`config.mk`:
```
export PLATFORM = sky130hd
export DESIGN_NAME = wb_stage_writer
export DESIGN_NICKNAME = d
export VERILOG_FILES = /design/src/rtl/wb_stage_writer.sv
export SDC_FILE = /design/constraint.sdc
export NUM_CORES = 1
export LEC_CHECK = 0
export ABC_AREA = 1
export CAP_MARGIN = 20
export CORE_MARGIN = 3
export CORE_UTILIZATION = 40
export CTS_CLUSTER_SIZE = 20
export DETAILED_ROUTE_END_ITERATION = 10
export GPL_TIMING_DRIVEN = 0
export HOLD_SLACK_MARGIN = 0.06
export PLACE_DENSITY = 0.85
export SYNTH_ARGS = -nofsm -noshare
export SYNTH_HDL_FRONTEND = slang
export SYNTH_SLANG_ARGS = --single-unit
```
`constraint.sdc`:
```
create_clock -name clk -period 6.8 [get_ports clk]
set_clock_uncertainty 0.05 [all_clocks]
set_input_delay 1.36 -clock clk [delete_from_list [all_inputs] [get_ports clk]]
set_output_delay 1.36 -clock clk [all_outputs]
set_load 0.01 [all_outputs]
```
`src/rtl/wb_stage_writer.sv`:
```
// MEM/WB pipeline register and register-file write-back source: one write pulse per retiring instruction.
// Optional retire counter enabled by defining WB_RETIRE_CNT_EN.
//
//  state     | meaning
//  IDLE      | ready for a new MEM-stage instruction; non-loads retire with latency 1
//  WAIT_LOAD | load captured, MEM stage stalled until dmem_rvalid
module wb_stage_writer #(
  parameter int ADDR_W = 64,
  parameter int DATA_W = 64
) (
  input  logic              clk,
  input  logic              rst,
  input  logic              in_valid,
  output logic              in_ready,
  input  logic              in_reg_write,
  input  logic [4:0]        in_rd_id,
  input  logic [1:0]        in_wb_sel,
  input  logic [2:0]        in_funct3,
  input  logic [DATA_W-1:0] in_alu_result,
  input  logic [ADDR_W-1:0] in_pc_plus4,
  input  logic              dmem_rvalid,
  input  logic [DATA_W-1:0] dmem_rdata,
  output logic              RegWrite,
  output logic [4:0]        rd_id,
  output logic [DATA_W-1:0] WBdata
`ifdef WB_RETIRE_CNT_EN
  ,
  output logic [63:0]       retire_cnt
`endif
);

  typedef enum logic [0:0] {IDLE, WAIT_LOAD} state_t;

  state_t            state, state_nxt;
  logic              ld_reg_write;
  logic [4:0]        ld_rd;
  logic [2:0]        ld_funct3;
  logic [2:0]        ld_off;
  logic              load_accept;
  logic [2:0]        off_al;
  logic [5:0]        shamt;
  logic [DATA_W-1:0] shifted;
  logic [DATA_W-1:0] load_ext;
  logic              reg_write_nxt;
  logic [4:0]        rd_id_nxt;
  logic [DATA_W-1:0] wb_data_nxt;

  assign in_ready    = (state == IDLE);
  assign load_accept = in_ready && in_valid && (in_wb_sel == 2'b01);

  // Offset bits below the access size are dropped so the shift lands on a naturally aligned lane.
  always_comb begin
    off_al = 3'b000;
    case (ld_funct3[1:0])
      2'b00:   off_al = ld_off;
      2'b01:   off_al = {ld_off[2:1], 1'b0};
      2'b10:   off_al = {ld_off[2], 2'b00};
      default: off_al = 3'b000;
    endcase
  end

  assign shamt   = {off_al, 3'b000};
  assign shifted = dmem_rdata >> shamt;

  always_comb begin
    load_ext = shifted;
    case (ld_funct3)
      3'b000:  load_ext = {{(DATA_W-8){shifted[7]}}, shifted[7:0]};
      3'b001:  load_ext = {{(DATA_W-16){shifted[15]}}, shifted[15:0]};
      3'b010:  load_ext = {{(DATA_W-32){shifted[31]}}, shifted[31:0]};
      3'b100:  load_ext = {{(DATA_W-8){1'b0}}, shifted[7:0]};
      3'b101:  load_ext = {{(DATA_W-16){1'b0}}, shifted[15:0]};
      3'b110:  load_ext = {{(DATA_W-32){1'b0}}, shifted[31:0]};
      default: load_ext = shifted;
    endcase
  end

  always_comb begin
    state_nxt     = state;
    reg_write_nxt = 1'b0;
    rd_id_nxt     = rd_id;
    wb_data_nxt   = WBdata;
    case (state)
      IDLE: begin
        if (in_valid) begin
          if (in_wb_sel == 2'b01) begin
            state_nxt = WAIT_LOAD;
          end else begin
            reg_write_nxt = in_reg_write && (in_rd_id != 5'd0);
            rd_id_nxt     = in_rd_id;
            wb_data_nxt   = (in_wb_sel == 2'b10) ? DATA_W'(in_pc_plus4) : in_alu_result;
          end
        end
      end
      WAIT_LOAD: begin
        if (dmem_rvalid) begin
          state_nxt     = IDLE;
          reg_write_nxt = ld_reg_write && (ld_rd != 5'd0);
          rd_id_nxt     = ld_rd;
          wb_data_nxt   = load_ext;
        end
      end
      default: state_nxt = IDLE;
    endcase
  end

  always_ff @(posedge clk or posedge rst) begin
    if (rst) begin
      state    <= IDLE;
      RegWrite <= 1'b0;
      rd_id    <= 5'd0;
      WBdata   <= '0;
    end else begin
      state    <= state_nxt;
      RegWrite <= reg_write_nxt;
      rd_id    <= rd_id_nxt;
      WBdata   <= wb_data_nxt;
    end
  end

  always_ff @(posedge clk or posedge rst) begin
    if (rst) begin
      ld_reg_write <= 1'b0;
      ld_rd        <= 5'd0;
      ld_funct3    <= 3'd0;
      ld_off       <= 3'd0;
    end else if (load_accept) begin
      ld_reg_write <= in_reg_write;
      ld_rd        <= in_rd_id;
      ld_funct3    <= in_funct3;
      ld_off       <= in_alu_result[2:0];
    end
  end

`ifdef WB_RETIRE_CNT_EN
  logic retire_evt;

  assign retire_evt = (in_ready && in_valid && (in_wb_sel != 2'b01)) ||
                      ((state == WAIT_LOAD) && dmem_rvalid);

  always_ff @(posedge clk or posedge rst) begin
    if (rst) retire_cnt <= 64'd0;
    else if (retire_evt) retire_cnt <= retire_cnt + 64'd1;
  end
`endif

endmodule

```
==> metrics.csv <==
metric;value;unit
outcome;finished, final reports clean;
synth_cells;1139;
netlist_top_cells_count;nand2_1 (560), nand3_1 (186), dfrtp_1 (83);
cts_tree;done;
syn-cell-area;6760;µm²
synth.most_common_cell;nand2_1;
power_switching;0.979;mW
switching_share;41.2;%
synthesis.nets;1346;
die_width;136;µm
drcViolationCount;0;
ys.flop_type;dfrtp_1;
maxSlewViolCount;0;
grt_first_pass_wirelength;47.4;mm
regArea;2080;µm²
fin_tns_setup;0;ns
drtPass1Iterations;5;
yosysTopAreaCellShare;31.1;%
rsz0062_at_grt;false;
maxSlewHeadroom;45.1;%
cts_hold_buf;0;
path_cells;buf_2 -> inv_2 -> clkbuf_1 -> clkdlybuf4s50_1;
clk_path_buf_depth;2;
utilization;62.5;%
die_h;136;µm
ant_nets;0;
cp_slowest_cell;clkdlybuf4s50_1;
seq_area_frac_synth;30.7;%
power_frac_comb;49.6;%
internal_power;1.40;mW
rows;46;
gr-total-overflow;0;
ys_ff_latch;83;
power_frac_seq;28.6;%
dpl.hpwl;25.6;mm
path_buf_inv;4;
setup_violations;0;
grt_max_degree;69;
io_pins;278;
dieArea;18500;µm²
ir_drop;129;µV
worstSkewPairLatency;0.35;ns
period_share;53.7;%
post_cts_buffers;0;
numPortBuffers;277;
setup.worst_path.end_class;output pin;
areaGrowthSynthToFinish;50.0;%
max_freq;274;MHz
hold_class;register to register;
htreeDepth;3;
cts.clk_slew.worst_paths;0.07;ns
r2r_start;ld_funct3[1]$_DFFE_PP0P_;
worstSetupPathType;register to output pin;
path_max_fanout;10;
antenna_found_initial;0;
synth_area_leaders;nand2_1 (31%), dfrtp_1 (31%), nand3_1 (14%), o21bai_1 (5.2%), inv_1 (2.8%);
ys_warn_count;0;
synth-edff-count;0;
post_cts_resized;0;
power.share.clock;21.9;%
start_util;41.7;%
crit_arrival;2.24;ns
grt_pass1_vias;8643;
hold_start;WBdata[62]$_DFFE_PP0P_;
cp_slowest_stage_delay;0.63;ns
syn_avg_cell_area;5.94;µm²
async_flop_share;100;%
diodes;0;
numCtsBuffers;9;
grt_use_total;33.7;%
min_period;3.65;ns
p_leak;5.06;nW
finalNetCount;1635;
worstSetupStartpointType;register;
power.density;234;nW/µm²
yosys.cell_types.count;26;
wl_per_cell;19.3;µm
routed_wl;31.8;mm
cts-root-buf;clkbuf_16;
cts.sinks;83;
n_fill_cell;1540;
tightest_slew;0.815;ns
max-cap-violations;0;
gp_congestion;1.04;
worst_ep_required_time;5.39;ns
via_per_inst;5.47;
cp_top_family;buffers and inverters;
multi_input_area;4100;µm²
initialDrtViolationCount;854;
startpoint;state$_DFF_PP0_;
vias;9022;
drive_gt1_share;4.82;%
hold_viol;0;
coreArea;16200;µm²
yosysTopAreaCell;nand2_1;
[registers in the layout (all words and copies together), names as in the netlist]
| signal | flops |
|---|---|
| ld_off | 3 |
| ld_rd | 5 |
| state | 1 |
| WBdata | 64 |
| ld_reg_write | 1 |
| rd_id | 5 |
| RegWrite | 1 |
| ld_funct3 | 3 |
[cell families (layout without fill, tap and decap cells)]
kind of cell | count (synthesis) | in the layout | synth area share [%]
muxes | 3 | 3 | 0.499
and+or+nand+nor | 785 | 785 | 47.7
DFF | 83 | 83 | 30.7
buffers and inverters | 137 | 431 | 8.62
AOI/OAI and AO/OA | 131 | 131 | 12.5
[tightest hold or removal path: cells and delay by family (launching register included)]
kind,cells,cell delay [ns]
flip-flops,1,0.35
AND/OR/NAND/NOR,2,0.10
[per-stage QoR]
step | setup WS (ns) | power (mW) | hold WS (ns) | std cells | area, µm²
finish | 3.15 | 2.38 | 0.430 | 1649 | 10100
global route | 3.10 | 2.51 | 0.445 | 1649 | 10100
CTS | 3.17 | 2.36 | 0.433 | 1649 | 10100
detailed placement | 3.09 | 1.84 | 0.414 | 1633 | 9840
global placement | 1.87 | 1.83 | 0.411 | 1632 | 9810
floorplan | 3.25 | 1.25 | 0.403 | 1139 | 6760
[path summary, 6_finish.rpt]
kind                                          end  slack (ns)  depth (start not counted)
setup / recovery                         in_ready        3.15                          4
setup reg to reg           WBdata[27]$_DFFE_PP0P_        4.25                          9
hold reg to reg            WBdata[62]$_DFFE_PP0P_        0.43                          2
min in group asynchronous  WBdata[63]$_DFFE_PP0P_        1.24                          2
hold / removal             WBdata[62]$_DFFE_PP0P_        0.43                          2
max in group asynchronous   WBdata[7]$_DFFE_PP0P_        4.84                          3
[cell usage in the layout, fill, tap and decap left out, drive strengths merged, types with 3 or more instances in the layout]
| master | netlist | final |
|---|---|---|
| dfrtp | 83 | 83 |
| o21ai | 38 | 38 |
| clkbuf | 42 | 51 |
| clkdlybuf4s50 | 0 | 277 |
| inv | 54 | 58 |
| nand3 | 189 | 189 |
| a21oi | 15 | 15 |
| nand2 | 562 | 562 |
| nor3 | 4 | 4 |
| a31oi | 6 | 6 |
| nor2 | 26 | 26 |
| buf | 40 | 41 |
| mux2 | 3 | 3 |
| o21bai | 47 | 47 |
| o211ai | 24 | 24 |
[per-layer routing]
| layer | vias to the layer above | share of wire [%] | track usage [%] |
|---|---|---|---|
| met3 | 51 | 10 | 6.88 |
| met5 | - | 0 | 0 |
| li1 | 4245 | - | - |
| met2 | 514 | 45 | 53.7 |
| met1 | 4212 | 42 | 45.8 |
| met4 | 0 | 2.7 | 11.0 |
[power by group through the flow]
stage / registers [mW] / clock network (mW) / logic [mW]
6_report: 0.679 / 0.520 / 1.18
3_5_place_dp: 0.682 / 0 / 1.15
3_3_place_gp: 0.680 / 0 / 1.15
5_1_grt: 0.693 / 0.546 / 1.27
4_1_cts: 0.678 / 0.526 / 1.16
2_1_floorplan: 0.722 / 0 / 0.529
[area by class of cell]
| type | instances | area share, % |
|---|---|---|
| multi-input combinational | 919 | 40.5 |
| clock buffer | 9 | 2.22 |
| clock inverter | 7 | 0.814 |
| tap | 216 | 2.66 |
| buffer | 82 | 3.71 |
| inverter | 55 | 2.06 |
| sequential | 83 | 20.5 |
| timing repair buffer | 278 | 27.6 |
No activity file was read; power rests on OpenSTA's default activity.
